$ cat config.mk
export PLATFORM = sky130hd
export DESIGN_NAME = fpga_link_tx_flat
export DESIGN_NICKNAME = d
export VERILOG_FILES = /design/src/rtl/fpga_link_tx_if.sv /design/src/rtl/fpga_link_tx.sv /design/src/flat_wrapper.sv
export SDC_FILE = /design/constraint.sdc
export NUM_CORES = 1
export LEC_CHECK = 0
export CORE_ASPECT_RATIO = 1.5
export CORE_MARGIN = 2
export CORE_UTILIZATION = 39
export DETAILED_ROUTE_END_ITERATION = 10
export PLACE_DENSITY = 0.57
export SYNTH_ARGS = -nofsm -noshare
export SYNTH_HDL_FRONTEND = slang
export SYNTH_SLANG_ARGS = --single-unit
$ cat constraint.sdc
create_clock -name clock -period 3 [get_ports clock]
set_clock_uncertainty 0.05 [all_clocks]
set_input_delay 0.45 -clock clock [delete_from_list [all_inputs] [get_ports clock]]
set_output_delay 0.45 -clock clock [all_outputs]
set_load 0.1 [all_outputs]
$ cat src/rtl/fpga_link_tx_if.sv
// Local-side handshake of the FPGA link transmitter: word/start in, busy/done/error back.
interface fpga_link_tx_if #(
  parameter int DATA_WIDTH = 8
);
  logic [DATA_WIDTH-1:0] data_in;
  logic                  start;
  logic                  busy;
  logic                  done;
  logic                  error;

  modport master (
    output data_in,
    output start,
    input  busy,
    input  done,
    input  error
  );

  modport slave (
    input  data_in,
    input  start,
    output busy,
    output done,
    output error
  );
endinterface

$ cat src/rtl/fpga_link_tx.sv
// FPGA-to-FPGA link transmitter: start/data/[parity]/stop serialiser followed by a four-phase ack wait.
// Define FPGA_LINK_PARITY_EN to insert an even-parity bit between the data bits and the stop bit.
module fpga_link_tx #(
  parameter int DATA_WIDTH   = 8,
  parameter int CLKS_PER_BIT = 16,
  parameter int ACK_TIMEOUT  = 4096
) (
  input  logic          clock,
  input  logic          reset_n,
  input  logic          ack_in,
  output logic          tx_line,
  fpga_link_tx_if.slave link
);

  localparam int CW = (CLKS_PER_BIT > 1) ? $clog2(CLKS_PER_BIT) : 1;
  localparam int BW = (DATA_WIDTH > 1) ? $clog2(DATA_WIDTH) : 1;
  localparam int TW = $clog2(ACK_TIMEOUT + 1);

  typedef enum logic [2:0] {
    S_IDLE,
    S_START,
    S_DATA,
    S_PARITY,
    S_STOP,
    S_WAIT_ACK_HI,
    S_WAIT_ACK_LO
  } state_t;

  state_t                r_state;
  state_t                w_next_state;
  logic [CW-1:0]         r_clk_cnt;
  logic [BW-1:0]         r_bit_cnt;
  logic [TW-1:0]         r_to_cnt;
  logic [DATA_WIDTH-1:0] r_shift;
  logic                  r_ack_meta;
  logic                  r_ack_sync;
  logic                  w_bit_end;
  logic                  w_last_bit;
  logic                  w_serial;
  logic                  w_waiting;
  logic                  w_timeout;
  logic                  w_accept;
  logic                  w_done;
  logic                  w_error;
`ifdef FPGA_LINK_PARITY_EN
  logic                  r_parity;
`endif

  assign w_bit_end  = (r_clk_cnt == CW'(CLKS_PER_BIT - 1));
  assign w_last_bit = (r_bit_cnt == BW'(DATA_WIDTH - 1));
  assign w_serial   = (r_state == S_START) || (r_state == S_DATA) ||
                      (r_state == S_PARITY) || (r_state == S_STOP);
  assign w_waiting  = (r_state == S_WAIT_ACK_HI) || (r_state == S_WAIT_ACK_LO);
  assign w_timeout  = (r_to_cnt == TW'(ACK_TIMEOUT));
  assign w_accept   = (r_state == S_IDLE) && link.start;

  always_ff @(posedge clock or negedge reset_n) begin
    if (!reset_n) begin
      r_state <= S_IDLE;
    end else begin
      r_state <= w_next_state;
    end
  end

  always_comb begin
    w_next_state = r_state;
    case (r_state)
      S_IDLE:        if (link.start) w_next_state = S_START;
      S_START:       if (w_bit_end) w_next_state = S_DATA;
      S_DATA: begin
        if (w_bit_end && w_last_bit) begin
`ifdef FPGA_LINK_PARITY_EN
          w_next_state = S_PARITY;
`else
          w_next_state = S_STOP;
`endif
        end
      end
`ifdef FPGA_LINK_PARITY_EN
      S_PARITY:      if (w_bit_end) w_next_state = S_STOP;
`endif
      S_STOP:        if (w_bit_end) w_next_state = S_WAIT_ACK_HI;
      S_WAIT_ACK_HI: begin
        if (r_ack_sync)     w_next_state = S_WAIT_ACK_LO;
        else if (w_timeout) w_next_state = S_IDLE;
      end
      S_WAIT_ACK_LO: begin
        if (!r_ack_sync || w_timeout) w_next_state = S_IDLE;
      end
      default:       w_next_state = S_IDLE;
    endcase
  end

  // done/error are decoded from the exit cycle itself, so busy drops with them
  // while the state register still holds the wait state and a start is ignored.
  always_comb begin
    tx_line = 1'b1;
    w_done  = 1'b0;
    w_error = 1'b0;
    case (r_state)
      S_START:       tx_line = 1'b0;
      S_DATA:        tx_line = r_shift[0];
`ifdef FPGA_LINK_PARITY_EN
      S_PARITY:      tx_line = r_parity;
`endif
      S_WAIT_ACK_HI: w_error = !r_ack_sync && w_timeout;
      S_WAIT_ACK_LO: begin
        w_done  = !r_ack_sync;
        w_error = r_ack_sync && w_timeout;
      end
      default:       tx_line = 1'b1;
    endcase
    link.done  = w_done;
    link.error = w_error;
    link.busy  = (r_state != S_IDLE) && !w_done && !w_error;
  end

  always_ff @(posedge clock or negedge reset_n) begin
    if (!reset_n) begin
      r_ack_meta <= 1'b0;
      r_ack_sync <= 1'b0;
    end else begin
      r_ack_meta <= ack_in;
      r_ack_sync <= r_ack_meta;
    end
  end

  always_ff @(posedge clock or negedge reset_n) begin
    if (!reset_n) begin
      r_clk_cnt <= '0;
      r_bit_cnt <= '0;
      r_to_cnt  <= '0;
      r_shift   <= '0;
    end else begin
      if (!w_serial || w_bit_end) r_clk_cnt <= '0;
      else                        r_clk_cnt <= r_clk_cnt + 1'b1;

      if (r_state == S_DATA && w_bit_end) begin
        r_bit_cnt <= w_last_bit ? '0 : r_bit_cnt + 1'b1;
        r_shift   <= r_shift >> 1;
      end else if (w_accept) begin
        r_bit_cnt <= '0;
        r_shift   <= link.data_in;
      end

      // Restarting on any state change gives each wait state its own full budget.
      if (!w_waiting || (w_next_state != r_state)) r_to_cnt <= '0;
      else                                         r_to_cnt <= r_to_cnt + 1'b1;
    end
  end

`ifdef FPGA_LINK_PARITY_EN
  always_ff @(posedge clock or negedge reset_n) begin
    if (!reset_n)      r_parity <= 1'b0;
    else if (w_accept) r_parity <= ^link.data_in;
  end
`endif

endmodule
$ cat src/flat_wrapper.sv
// flat-port wrapper written by rule: the top's interface ports become plain ports
module fpga_link_tx_flat 
#(
  parameter int DATA_WIDTH   = 8,
  parameter int CLKS_PER_BIT = 16,
  parameter int ACK_TIMEOUT  = 4096
)
  (clock, reset_n, ack_in, tx_line, link_data_in, link_start, link_busy, link_done, link_error);
  fpga_link_tx_if #(.DATA_WIDTH(DATA_WIDTH)) link_i ();
  input  logic clock;
  input  logic reset_n;
  input  logic ack_in;
  output logic tx_line;
  input wire logic [$bits(link_i.data_in)-1:0] link_data_in;
  input wire logic [$bits(link_i.start)-1:0] link_start;
  output wire logic [$bits(link_i.busy)-1:0] link_busy;
  output wire logic [$bits(link_i.done)-1:0] link_done;
  output wire logic [$bits(link_i.error)-1:0] link_error;
  assign link_i.data_in = link_data_in;
  assign link_i.start = link_start;
  assign link_busy = link_i.busy;
  assign link_done = link_i.done;
  assign link_error = link_i.error;
  fpga_link_tx #(.DATA_WIDTH(DATA_WIDTH), .CLKS_PER_BIT(CLKS_PER_BIT), .ACK_TIMEOUT(ACK_TIMEOUT)) u_core (.clock(clock), .reset_n(reset_n), .ack_in(ack_in), .tx_line(tx_line), .link(link_i));
endmodule
==> flow_metrics.tcl <==
set metrics [dict create \
    outcome "completed" \
    grt.overflow.total 0 \
    synth_ff_type "dfrtp_1" \
    finalSetupTns_ns 0 \
    min_period_ns 2.64 \
    antenna_found_initial 0 \
    routabilityCongestion 0.795 \
    rows 29 \
    fill_cells 382 \
    critical_path_class "register to primary output" \
    rsz0062_at_grt "false" \
    ys_seq_area_frac 0.497 \
    grt_pass1_wl_um 5900 \
    synth_nets 189 \
    die_x_um 57.3 \
    final_hold_viol_count 0 \
    root_buffer "clkbuf_8" \
    num_antenna_cells 0 \
    power.static_leakage_nw 0.867 \
    clockBufferDepth 2 \
    cts_repair_resize_count 0 \
    die_y_um 84.0 \
    vias_per_cell 5.30 \
    timing.fmax_mhz 378 \
    grt_max_degree 34 \
    slew_viol_final 0 \
    hold_class "register to register" \
    post-route-util 0.474 \
    finalSetupViolCount 0 \
    maxCapViolations 0 \
    irDropWorstVdd_mv 0.282 \
    yosysWarnings 0 \
    finalPower_w 0.000906 \
    ios 16 \
    yosys_register_bits 33 \
    drive_gt1_frac 0.115 \
    dp_hpwl_um 2480 \
    dr.pass1.iters 4 \
    cts_buffers 5 \
    route.vias.total 1256 \
    power_density_nw_per_um2 458 \
    postCtsSetupBuffers 0 \
    port_buffers 15 \
    avgSynthCellArea_sq_um 9.72 \
    yosys.area.top_type "dfrtp_1" \
    initial_core_util 0.399 \
    grt.total_usage 0.160 \
    ctsHoldBuffers 0 \
    cts_tree "built" \
    core_sq_um 4170 \
    crit_arrival_ns 2.14 \
    synth_cell_type_count 35 \
    clk_latency_ns 0.28 \
    netlist_area_sq_um 1660 \
    regArea_sq_um 826 \
    netlist.area_leader.share 0.497 \
    ant_nets 0 \
    grt_pass1_vias 1272 \
    multiInputGateArea_sq_um 762 \
    wl_per_cell_um 14.2 \
    synth-edff-count 0 \
    max_slew.worst_pin.slew_ns 0.979 \
    htree_levels 2 \
    startpoint_type "register" \
    first_iter_violations 21 \
    final_net_count 208 \
    cp_max_fo 6 \
    critical_path_required_ns 2.50 \
    dieArea_sq_um 4810 \
    layout_setup_ws_ns 0.357 \
    min_period_over_period 0.881 \
    dp_slack_ns 0.638 \
    wirelength_um 3370 \
    netlist_top_cells_area "dfrtp_1 50%, nor2_1 5.4%, xnor2_1 5.3%, ha_1 4.5%, nand3_1 3.3%" \
    synthCells 171 \
    cp-end-kind "primary output" \
    slew_headroom 0.345 \
    synth_common_cells "33 x dfrtp_1, 24 x nor2_1, 14 x nand2_1" \
    area_growth_pct 19.0 \
    yosysMostFrequentCell "dfrtp_1" \
    reg2reg_slack_ns 0.91 \
    clkTransAtPathRegs_ns 0.07 \
    async_flop_share 1.00 \
    route.detailed.drc 0 \
    cts_num_sinks 33 \
]
[flip-flops by register name, summed over array words and instances, names as in the netlist]
| register | count |
|---|---|
| u_core.r_ack_meta | 1 |
| u_core.r_ack_sync | 1 |
| u_core.r_bit_cnt | 3 |
| u_core.r_clk_cnt | 4 |
| u_core.r_shift | 8 |
| u_core.r_state | 3 |
| u_core.r_to_cnt | 13 |
[critical path: stages (launching register included)]
cell and delay [ns]:
dfrtp_1 0.43, inv_1 0.08, ha_1 0.13, nor4b_1 0.32
nand3_1 0.28, a211oi_1 0.30, a211oi_2 0.08, buf_4 0.24
[power by group]
| part | leakage, nW | total, W | internal, W | switching (W) |
|---|---|---|---|---|
| clock | 0.0585 | 0.000432 | 0.000271 | 0.000161 |
| combinational | 0.372 | 0.0000274 | 0.0000148 | 0.0000126 |
| sequential | 0.437 | 0.000447 | 0.000446 | 0.000000796 |
[stage by stage]
stage / instances / hold WS (ns) / cell area (sq um)
floorplan: 171 / 0.104 / 1670
global placement: 229 / 0.291 / 1860
detailed placement: 229 / 0.286 / 1860
CTS: 237 / 0.305 / 1980
global route: 237 / 0.314 / 1980
finish: 237 / 0.303 / 1980
[metal layers]
| layer | vias up | GRT usage | routed length [um] |
|---|---|---|---|
| met5 | - | 0 | 0 |
| met4 | 0 | 0.0634 | 62 |
| met3 | 7 | 0.0434 | 114 |
| met2 | 20 | 0.273 | 1830 |
| met1 | 603 | 0.185 | 1360 |
| li1 | 626 | - | - |
[layout make-up]
cell class / instances / share of cell area
flip-flops and latches: 33 / 0.417
multi-input cells: 120 / 0.385
repair buffers: 17 / 0.0848
clock buffers: 7 / 0.0436
well taps: 46 / 0.0291
inverters: 13 / 0.0247
clock inverters: 1 / 0.0152
[worst paths after layout]
path	to	from	depth (start not counted)
max in group asynchronous	u_core.r_shift[2]$_DFFE_PN0P_	reset_n	2
worst max-delay path	link_busy	u_core.r_to_cnt[0]$_DFF_PN0_	7
min in group asynchronous	u_core.r_clk_cnt[0]$_DFF_PN0_	reset_n	2
worst min register to register	u_core.r_ack_sync$_DFF_PN0_	u_core.r_ack_meta$_DFF_PN0_	0
worst max register to register	u_core.r_to_cnt[11]$_DFF_PN0_	u_core.r_to_cnt[0]$_DFF_PN0_	6
worst min-delay path	u_core.r_ack_sync$_DFF_PN0_	u_core.r_ack_meta$_DFF_PN0_	0
[placed cells by master (no fill, tap or decap), drive strengths merged, types with 6 or more instances in the layout]
cell / n
nand2: 14
inv: 13
nor2: 24
xnor2: 10
nor3: 7
clkbuf: 7
dfrtp: 33
nand3: 12
clkdlybuf4s50: 11
ha: 6
buf: 6
[cell families after synthesis]
logic type | share of synthesized area
mux | 0.0316
simple gates | 0.212
flops | 0.497
fa+ha+maj | 0.0451
xor+xnor | 0.0737
buf+inv | 0.0512
compound gates | 0.0895
(Power assumes the default switching activity.)
